<file path="src/rtl/encoder8to3_serial.sv">
// Serialises a one-or-more-hot 8-bit vector into the 3-bit indices of its set bits, MSB first (LSB first with ENCODER8TO3_LSB_FIRST_EN).
// Latency: first index valid the cycle after acceptance; one index per out handshake, k set bits drain in k cycles plus one idle cycle.
// Backpressure: out_ready low holds out/out_last/out_valid stable; in_ready stays low until the whole vector has drained.
module encoder8to3_serial (
  input  logic       clk,
  input  logic       rst,
  input  logic       in_valid,
  input  logic [7:0] in,
  output logic       in_ready,
  output logic       out_valid,
  output logic [2:0] out,
  output logic       out_last,
  input  logic       out_ready,
  output logic       out_empty
);

  typedef enum logic {
    IDLE  = 1'b0,
    DRAIN = 1'b1
  } state_t;

  state_t     state;
  state_t     state_nxt;
  logic [7:0] pending;
  logic [7:0] pending_nxt;
  logic       empty_nxt;
  logic       alive;
  logic [2:0] idx;
  logic       accept;
  logic       take;

  // Pick the index of the highest-priority bit still pending
  always_comb begin
    idx = 3'd0;
`ifdef ENCODER8TO3_LSB_FIRST_EN
    for (int i = 7; i >= 0; i--) begin
      if (pending[i]) idx = 3'(i);
    end
`else
    for (int i = 0; i < 8; i++) begin
      if (pending[i]) idx = 3'(i);
    end
`endif
  end

  // All outputs decode from registered state only
  assign out       = idx;
  assign out_last  = (pending != 8'd0) && ((pending & (pending - 8'd1)) == 8'd0);
  assign out_valid = (state == DRAIN);
  // alive keeps in_ready low through reset and on the edge where reset releases
  assign in_ready  = alive && (state == IDLE);

  assign accept = in_valid && in_ready;
  assign take   = out_valid && out_ready;

  // Next-state: load a vector in IDLE, clear one bit per handshake in DRAIN
  always_comb begin
    state_nxt   = state;
    pending_nxt = pending;
    empty_nxt   = 1'b0;
    case (state)
      IDLE: begin
        if (accept) begin
          if (in != 8'd0) begin
            pending_nxt = in;
            state_nxt   = DRAIN;
          end else begin
            empty_nxt = 1'b1;
          end
        end
      end
      DRAIN: begin
        if (take) begin
          pending_nxt = pending & ~(8'd1 << idx);
          if (out_last) state_nxt = IDLE;
        end
      end
      default: begin
        state_nxt   = IDLE;
        pending_nxt = 8'd0;
      end
    endcase
  end

  // State, pending bits and the empty-vector pulse register
  always_ff @(posedge clk or posedge rst) begin
    if (rst) begin
      state     <= IDLE;
      pending   <= 8'd0;
      out_empty <= 1'b0;
      alive     <= 1'b0;
    end else begin
      state     <= state_nxt;
      pending   <= pending_nxt;
      out_empty <= empty_nxt;
      alive     <= 1'b1;
    end
  end

endmodule

</file>
<file path="config.mk">
export PLATFORM = sky130hd
export DESIGN_NAME = encoder8to3_serial
export DESIGN_NICKNAME = d
export VERILOG_FILES = /design/src/rtl/encoder8to3_serial.sv
export SDC_FILE = /design/constraint.sdc
export NUM_CORES = 1
export LEC_CHECK = 0
export BUFFER_PORTS_ARGS = -buffer_cell sky130_fd_sc_hd__buf_2
export CAP_MARGIN = 10
export CORE_ASPECT_RATIO = 1.1
export CORE_MARGIN = 2
export CORE_UTILIZATION = 35
export DETAILED_ROUTE_END_ITERATION = 12
export SLEW_MARGIN = 40
export SYNTH_ARGS = -nofsm -noshare
export SYNTH_HDL_FRONTEND = slang
export SYNTH_SLANG_ARGS = --single-unit
</file>
<file path="constraint.sdc">
create_clock -name clk -period 3.9 [get_ports clk]
set_input_delay 0.585 -clock clk [delete_from_list [all_inputs] [get_ports clk]]
set_output_delay 0.585 -clock clk [all_outputs]
set_load 0.1 [all_outputs]
</file>
==> results of run 1 <==
-- worst max path at each step --
| stage | to | slack (ns) |
|---|---|---|
| detailed placement | out_last | 1.72 |
| global route | out_last | 1.33 |
| CTS | out_last | 1.43 |
| global placement | out_last | 1.76 |
| finish | out_last | 1.43 |
| floorplan | out[1] | 0.44 |
-- metal layers --
layer / routed length (um) / part of all wire
met5: 0 / 0
met4: 0 / 0
met3: 74 / 0.047
met2: 765 / 0.49
met1: 732 / 0.47
-- Yosys cell counts, drive strengths merged, types with 2 or more instances --
library cell / count / area share
a21o: 2 / 0.022
a21oi: 3 / 0.038
a22o: 3 / 0.038
buf: 4 / 0.038
clkbuf: 3 / 0.022
dfrtp: 11 / 0.40
inv: 3 / 0.016
nand2: 10 / 0.055
nand2b: 2 / 0.018
nor2: 5 / 0.027
nor2b: 2 / 0.018
nor3: 2 / 0.022
nor4: 3 / 0.027
o21ai: 9 / 0.071
o31a: 2 / 0.026
-- flip-flops by register name (all words and copies together), names as in the netlist --
signal and cells:
out_valid 1, alive 1, pending 8, out_empty 1
-- critical path: cells and delay by family, from the launching register on --
family | cells | cell delay, ns
AND/OR/NAND/NOR | 1 | 0.56
buffers and inverters | 1 | 0.44
flip-flops | 1 | 0.47
AO/OA/AOI/OAI | 1 | 0.14
-- through the flow --
step	area (um2)	setup WS, ns	cells	utilization
floorplan	687	0.444	78	-
global placement	769	1.76	116	0.422
detailed placement	769	1.72	116	0.422
CTS	796	1.43	120	0.437
global route	796	1.33	120	0.437
finish	796	1.43	120	0.437
-- cell families (layout without fill, tap and decap cells) --
family	after synthesis	count (layout)	share of synthesized area
flops	11	11	0.401
xor+xnor	1	1	0.0128
simple gates	28	28	0.213
other cells	1	1	0.00546
buf+inv	10	25	0.0765
compound gates	27	27	0.291
-- area by class of cell --
type / instances / area (um2) / area share
repair buffers: 18 / 90.1 / 0.113
inverters: 3 / 11.3 / 0.0142
flip-flops and latches: 11 / 275 / 0.346
multi-input cells: 57 / 359 / 0.451
clock buffers: 4 / 26.3 / 0.0330
well taps: 27 / 33.8 / 0.0425
==> summary.md, run 1 <==
| Metric | Value |
|---|---|
| Path type of the worst min-delay path | `in2async` |
| Port bufs | `18` |
| RR Startpoint | `out_valid$_DFF_PP0_` |
| Hold-fix buffers, CTS | `0` |
| Synthesis-stage register bit count | `11` |
| Post-cts sizing count | `0` |
| CORE AREA | `about 0.0018 mm2` |
| Remaining Overflow, GRT | `0` |
| Number of vias per cell | `a little over 5` |
| Worst-Margin Slew | `0.496 ns` |
| Wire length per cell | `13.1 um` |
| Post-detailed-route count of antenna-violating nets | `0` |
| Worst Path Required | `about 3.3 ns` |
| Worst-skew pair later-pin latency | `~0.27 ns` |
| Post-Route Setup TNS | `0 ns` |
| Worst Setup Start Kind | `flip-flop` |
| Met3 GRT Util | `0.0540` |
| Ordered cell list for the critical path | `or4_1, o21ai_2, buf_2` |
| Normalized max-slew margin | `0.666` |
| R2R depth | `5` |
| RSZ-0062 raised after global routing | `no` |
| Global Route Usage Sum | `0.163` |
| Ports | `19` |
| Final routed wirelength across all metal layers | `1570 um` |
| Outcome | `finished, final reports clean` |
| Total iterations of the first detailed-routing run | `4` |
| Top flip-flop cell by instance count after synthesis | `sky130_fd_sc_hd__dfrtp_1` |
| Mean instance size in the synthesized netlist | `8.81 um2` |
| Proportion of register bits with asynchronous set or reset after synthesis | `1.00` |
| Most common library cell in the layout ignoring fill and taps | `sky130_fd_sc_hd__buf_2` |
| Placer Congestion | `a little over 0.8` |
| Chip Width | `between 40 and 50 um` |
| Worst Clk Skew | `around 0.00052 ns` |
| Crit path largest cell delay | `around 0.56 ns` |
| Bufs on Longest Clock Path | `2` |
| Worst slack on hold paths | `0.298 ns` |
| Achievable Freq | `~410 MHz` |
| Post-synth design cell area | `just under 700 um2` |
| Register clock-pin slew on the reported worst setup and hold paths | `approximately 0.07 ns` |
| Vias post-DR | `approximately 610` |
| R2r endpoint | `pending[6]$_DFFE_PP0P_` |
| Final number of setup-violating endpoints | `0` |
| Antenna violations before repair | `0` |
| Endpoint kind of the worst setup timing path | `output port` |
| Htree depth | `1` |
| Maximum fanout along the worst path | `9` |
| Shortest clock period the worst path allows after layout | `2.47 ns` |
| Met1 demand-to-capacity share in global routing | `0.217` |
| Post-Synthesis Net Count | `90` |
| Die Footprint | `roughly 0.0023 mm2` |
| Max Slew Vio Count | `0` |
| Crit share post-route | `0.632` |
| Routing usage on met2 | `0.257` |
| Sequential area share after synthesis | `0.401` |
| Filler Cells Inserted | `roughly 200` |
| Type of the worst setup path | `reg2out` |
| Antenna Diode Count | `0` |
| Number of global-route vias before repair | `around 600` |
| # Post-CTS Setup Buffers | `0` |
| Busiest metal layer after global routing | `met2` |
| Final Hold Violating Endpoints | `0` |
| Number of library cell types mapped by synthesis | `36` |
| Master of the slowest instance on the critical path | `sky130_fd_sc_hd__or4_1` |
| Final nets | `approximately 110` |
| Starting density of the core | `0.377` |
| Number of placement rows | `16` |
| Clock buffer count from CTS | `3` |
| Number of enable flip-flop cells after synthesis | `0` |
| Commonest cells after routing, fill and taps aside | `sky130_fd_sc_hd__buf_2 (18), sky130_fd_sc_hd__dfrtp_1 (11), sky130_fd_sc_hd__nand2_1 (10)` |
| Remaining routing DRC violations | `0` |
| Detailed router's first-iteration violation count | `10` |
| TritonCTS clock tree | `done` |
| Minimum setup slack among reg-to-reg paths | `1.99 ns` |
| Mapped Cells | `between 70 and 80` |
| Startpoint of the worst setup timing path | `pending[7]$_DFFE_PP0P_` |
| Number of synthesis warnings | `0` |
| Buffer type at the clock tree root | `sky130_fd_sc_hd__clkbuf_4` |
| Pin count of the biggest net entering global routing | `13` |
| Fraction of layout cells with a size suffix above 1 | `0.280` |
| Clock sink count | `11` |
| Die H | `about 50 um` |
| Reported max-cap violation count | `0` |
| Detailed-placement wirelength estimate | `1150 um` |
| Data arrival time at the worst-slack endpoint | `approximately 1.9 ns` |
| Area overhead of the layout relative to synthesis | `15.8%` |
| Wire length of the first global-routing pass | `around 2700 um` |
Power of run 1 is left out: the tool's default activity adds up to more than one toggle a clock period on the data nets, which glitch-free logic cannot reach.
==> run 2: changes to the inputs <==
clock period = 2 ns   (was 3.9 ns; I/O delays follow)
==> summary.md, run 2 (synthesized netlist as in run 1, its figures left out) <==
| Metric | Value |
|---|---|
| Outcome | `finished, final reports clean` |
| Buf/Inv on CP | `1 (unchanged)` |
| Crit path largest cell delay | `0.54 ns (-0.02 ns)` |
| Crit share post-route | `0.967` |
| Htree depth | `1 (unchanged)` |
| Clock sink count | `11 (unchanged)` |
| Post-Route Setup TNS | `0 ns (unchanged)` |
| Worst Clk Skew | `0.00736 ns (+0.00685 ns)` |
| Area of the multi-input gates | `395 um2 (+10%)` |
| Path type of the worst min-delay path | `in2async` |
| Wire length of the first global-routing pass | `2750 um (+0.26%)` |
| Wire length per cell | `13.3 um (+1.8%)` |
| Master of the slowest instance on the critical path | `sky130_fd_sc_hd__or4_4` |
| TritonCTS clock tree | `done` |
| Ports | `19 (unchanged)` |
| Data arrival time at the worst-slack endpoint | `1.63 ns (-0.25 ns)` |
| Ordered cell list for the critical path | `or4_4, o21ai_4, buf_12` |
| RR Startpoint | `pending[5]$_DFFE_PP0P_` |
| Remaining Overflow, GRT | `0 (unchanged)` |
| Final routed wirelength across all metal layers | `1650 um (+5.2%)` |
| R2R depth | `5 (unchanged)` |
| RSZ-0062 raised after global routing | `no` |
| Antenna violations before repair | `0 (unchanged)` |
| Number of vias per cell | `5.29 (+4.6%)` |
| Fraction of layout cells with a size suffix above 1 | `0.402 (+0.122)` |
| Worst-skew pair later-pin latency | `0.27 ns (about the same)` |
| Number of placement rows | `16 (unchanged)` |
| Max Slew Vio Count | `0 (unchanged)` |
| Worst-Margin Slew | `0.506 ns (+0.00995 ns)` |
| Worst Setup Start Kind | `flip-flop` |
| Antenna Diode Count | `0 (unchanged)` |
| Endpoint kind of the worst setup timing path | `output port` |
| Global Route Usage Sum | `0.164 (+0.00107)` |
| Startpoint of the worst setup timing path | `pending[1]$_DFFE_PP0P_` |
| Buffer type at the clock tree root | `sky130_fd_sc_hd__clkbuf_4` |
| Pin count of the biggest net entering global routing | `12 (-1)` |
| Seq. cell area | `280 um2 (+1.8%)` |
| Filler Cells Inserted | `180 (-9.5%)` |
| Minimum setup slack among reg-to-reg paths | `0.54 ns (-1.45 ns)` |
| Cell area after layout | `882 um2 (+11%)` |
| Total iterations of the first detailed-routing run | `4 (unchanged)` |
| Starting density of the core | `0.377 (unchanged)` |
| Post-detailed-route count of antenna-violating nets | `0 (unchanged)` |
| Normalized max-slew margin | `0.660 (-0.00669)` |
| Final number of setup-violating endpoints | `0 (unchanged)` |
| Placer Congestion | `0.837 (+1.6%)` |
| Detailed-placement wirelength estimate | `1210 um (+5.5%)` |
| Die Footprint | `0.00233 mm2 (unchanged)` |
| Achievable Freq | `517 MHz` |
| Vias post-DR | `656 (+8.1%)` |
| Die H | `50.5 um (unchanged)` |
| Port bufs | `18 (unchanged)` |
| Shortest clock period the worst path allows after layout | `roughly 1.9 ns` |
| Chip Width | `46.2 um (unchanged)` |
| R2r endpoint | `pending[0]$_DFFE_PP0P_` |
| Reported max-cap violation count | `0 (unchanged)` |
| Area overhead of the layout relative to synthesis | `28.4%` |
| Final nets | `110 (+3.8%)` |
| Bufs on Longest Clock Path | `2 (unchanged)` |
| Number of global-route vias before repair | `618 (+4.2%)` |
| Max FFs per register | `8 (unchanged)` |
| Final Hold Violating Endpoints | `0 (unchanged)` |
| Detailed router's first-iteration violation count | `17 (+7)` |
| Remaining routing DRC violations | `0 (unchanged)` |
| Most common library cell in the layout ignoring fill and taps | `sky130_fd_sc_hd__buf_2` |
| Top Family by Delay on Critical Path | `simple AND/OR/NAND/NOR gates` |
| Maximum fanout along the worst path | `7 (-2)` |
| Commonest cells after routing, fill and taps aside | `sky130_fd_sc_hd__buf_2 (17), sky130_fd_sc_hd__nand2_1 (10), sky130_fd_sc_hd__dfrtp_1 (7)` |
| Register clock-pin slew on the reported worst setup and hold paths | `0.08 ns (about the same)` |
| Hold-fix buffers, CTS | `0 (unchanged)` |
| Post-placement cell area | `833 um2 (+8.3%)` |
| Most flop-heavy register | `pending` |
| Clock buffer count from CTS | `3 (unchanged)` |
| CORE AREA | `0.00182 mm2 (unchanged)` |
| Worst Path Required | `1.70 ns (-1.61 ns)` |
| Type of the worst setup path | `reg2out` |
-- run 2: cell count changes in the layout (fill, tap and decap cells not counted), sizes merged --
| cell | delta |
|---|---|
| buf | +4 |
-- run 2: routing by layer --
layer  vias up  wire, um  part of all wire  global-route usage
met1       315       661              0.40               0.212
met5         -         0                 0                   0
met3         2       130             0.079              0.0540
li1        313         -                 -                   -
met4         0        11            0.0067              0.0429
met2        26       850              0.51               0.259
-- run 2: worst max-delay path by stage --
stage                           to  slack [ns]  cells past startpoint
after floorplan             out[1]       -0.31                      3
after global placement    out_last        0.36                      3
after detailed placement  out_last        0.34                      3
after CTS                 out_last        0.03                      5
final                     out_last        0.07                      3
after global routing      out_last       0.007                      3
-- run 2: final cells by class --
class | count | share of cell area
inverter | 3 | 0.0128
sequential | 11 | 0.318
clock buffer | 4 | 0.0298
tap | 27 | 0.0383
multi-input combinational | 57 | 0.448
timing repair buffer | 22 | 0.153
-- run 2: through the flow --
stage          hold WS [ns]  cells  utilization  worst slack (ns)
6_report            0.00158    124        0.484            0.0653
5_1_grt              0.0472    124        0.484           0.00659
4_1_cts              0.0200    123        0.472            0.0300
3_5_place_dp          0.318    119        0.457             0.342
3_3_place_gp          0.310    119        0.457             0.358
2_1_floorplan         0.152     78            -            -0.306
-- run 2: repair_timing --
action | in CTS | in global routing
buffers inserted | 0 | 1
endpoints found under the setup margin | 0 | 1
gates resized for setup | 0 | 7
Power of run 2 is left out for the same reason.
==> run 3: changes to the inputs <==
HOLD_SLACK_MARGIN = 0.12   (was not set)
==> summary.md, run 3 (synthesized netlist as in run 1, its figures left out) <==
| Metric | Value |
|---|---|
| Achievable Freq | `517 MHz (about the same)` |
| Pin count of the biggest net entering global routing | `12 (unchanged)` |
| Final Hold Violating Endpoints | `0 (unchanged)` |
| Worst-skew pair later-pin latency | `0.27 ns (about the same)` |
| Placer Congestion | `0.837 (unchanged)` |
| Finished Layout Cells | `125 (+0.81%)` |
| R2r endpoint | `pending[0]$_DFFE_PP0P_` |
| Clock sink count | `11 (unchanged)` |
| Number of placement rows | `16 (unchanged)` |
| Terminating pin of the worst hold path | `pending[5]$_DFFE_PP0P_` |
| Chip Width | `46.2 um (unchanged)` |
| Starting density of the core | `0.377 (unchanged)` |
| Shortest clock period the worst path allows after layout | `1.93 ns (+0.0000126 ns)` |
| Worst slack on hold paths | `0.233 ns (+0.231 ns)` |
| R2R depth | `5 (unchanged)` |
| Worst Setup Start Kind | `flip-flop` |
| Startpoint of the worst setup timing path | `pending[1]$_DFFE_PP0P_` |
| Met3 Wirelength | `130 um (unchanged)` |
| Final nets | `111 (+0.91%)` |
| Global Route Usage Sum | `0.164 (unchanged)` |
| Worst Clk Skew | `0.00736 ns (-0.00000849 ns)` |
| Highest metal layer with signal wires | `met4` |
| Htree depth | `1 (unchanged)` |
| Maximum fanout along the worst path | `7 (unchanged)` |
| Normalized max-slew margin | `0.660 (unchanged)` |
| Post-detailed-route count of antenna-violating nets | `0 (unchanged)` |
| Post-placement cell area | `833 um2 (unchanged)` |
| Buffer type at the clock tree root | `sky130_fd_sc_hd__clkbuf_4` |
| Antenna Diode Count | `0 (unchanged)` |
| Source of the worst hold timing path | `in[5]` |
| CORE AREA | `0.00182 mm2 (unchanged)` |
| Master of the slowest instance on the critical path | `sky130_fd_sc_hd__or4_4` |
| RR Startpoint | `pending[5]$_DFFE_PP0P_` |
| Max FFs per register | `8 (unchanged)` |
| Port bufs | `18 (unchanged)` |
| Wire length on met2 | `854 um (+0.47%)` |
| Most common library cell in the layout ignoring fill and taps | `sky130_fd_sc_hd__buf_2` |
| Worst-Margin Slew | `0.506 ns (unchanged)` |
| Ports | `19 (unchanged)` |
| Final routed wirelength across all metal layers | `1660 um (+0.42%)` |
| Cell area after layout | `892 um2 (+1.1%)` |
| Register clock-pin slew on the reported worst setup and hold paths | `0.08 ns (about the same)` |
| Area overhead of the layout relative to synthesis | `29.9%` |
| Detailed-placement wirelength estimate | `1210 um (unchanged)` |
| Endpoint kind of the worst setup timing path | `output port` |
| Path type of the worst min-delay path | `in2reg` |
| RSZ-0062 raised after global routing | `no` |
| Wire length per cell | `13.3 um (-0.38%)` |
| Crit path largest cell delay | `0.54 ns (about the same)` |
| Hold Path Cell Cnt | `3` |
| Placed cells | `119 (unchanged)` |
| Ordered cell list for the critical path | `or4_4, o21ai_4, buf_12` |
| Minimum setup slack among reg-to-reg paths | `0.54 ns (about the same)` |
| Remaining routing DRC violations | `0 (unchanged)` |
| Final number of setup-violating endpoints | `0 (unchanged)` |
| Most flop-heavy register | `pending` |
| Antenna violations before repair | `0 (unchanged)` |
| Vias post-DR | `660 (+0.61%)` |
| Commonest cells after routing, fill and taps aside | `sky130_fd_sc_hd__buf_2 (17), sky130_fd_sc_hd__nand2_1 (10), sky130_fd_sc_hd__dfrtp_1 (7)` |
| Die Footprint | `0.00233 mm2 (unchanged)` |
| Detailed-routing wirelength on met1 | `664 um (+0.45%)` |
| Dpl ws | `0.342 ns (unchanged)` |
| Bufs on Longest Clock Path | `2 (unchanged)` |
| Number of vias per cell | `5.28 (-0.20%)` |
| TritonCTS clock tree | `done` |
| Remaining Overflow, GRT | `0 (unchanged)` |
| Number of global-route vias before repair | `618 (unchanged)` |
| Outcome | `finished, final reports clean` |
| Reported max-cap violation count | `0 (unchanged)` |
| Total iterations of the first detailed-routing run | `4 (unchanged)` |
| Die H | `50.5 um (unchanged)` |
| Type of the worst setup path | `reg2out` |
| Max Slew Vio Count | `0 (unchanged)` |
| Detailed router's first-iteration violation count | `17 (unchanged)` |
| Wire length of the first global-routing pass | `2750 um (unchanged)` |
| Data arrival time at the worst-slack endpoint | `1.63 ns (about the same)` |
| Final worst slack | `0.0653 ns (-0.0000126 ns)` |
| Crit share post-route | `0.967 (about the same)` |
| Worst Path Required | `1.70 ns (about the same)` |
| Fraction of layout cells with a size suffix above 1 | `0.398 (-0.00410)` |
| Clock buffer count from CTS | `3 (unchanged)` |
[run 3: final cells by class]
class | instances | area (um2)
Sequential cell | 11 | 280
Fill cell | 182 | 930
Clock buffer | 4 | 26.3
Tap cell | 27 | 33.8
Multi-Input combinational cell | 57 | 395
Inverter | 3 | 11.3
Timing Repair Buffer | 23 | 145
[run 3: metal layers]
layer,vias up,track usage
met5,-,0
met4,0,0.0429
met3,2,0.0540
met2,26,0.259
met1,317,0.212
li1,315,-
[run 3: repair_timing]
| action | 4_1_cts | 5_1_grt |
|---|---|---|
| hold buffers | 1 | 0 |
| endpoints found under the setup margin | 0 | 1 |
| hold endpoints to repair | 11 | 0 |
| gates resized for setup | 0 | 7 |
| buffers inserted | 0 | 1 |
[run 3: how the worst max path moves through the flow]
stage | to | slack, ns | cells after the start
3_3_place_gp | out_last | 0.36 | 3
5_1_grt | out_last | 0.007 | 3
2_1_floorplan | out[1] | -0.31 | 3
3_5_place_dp | out_last | 0.34 | 3
6_report | out_last | 0.07 | 3
4_1_cts | out_last | 0.03 | 5
[run 3: metrics by stage]
step	setup TNS [ns]	util
finish	0	0.490
global route	0	0.490
CTS	0	0.477
detailed placement	0	0.457
global placement	0	0.457
floorplan	-0.306	-
[run 3: worst max-delay path: cells and delay by family, from the launching register on]
kind	cells	cell delay [ns]
flip-flops	1	0.44
buffers and inverters	1	0.19
AND/OR/NAND/NOR	1	0.54
AO/OA/AOI/OAI	1	0.19
Power of run 3 is left out for the same reason.
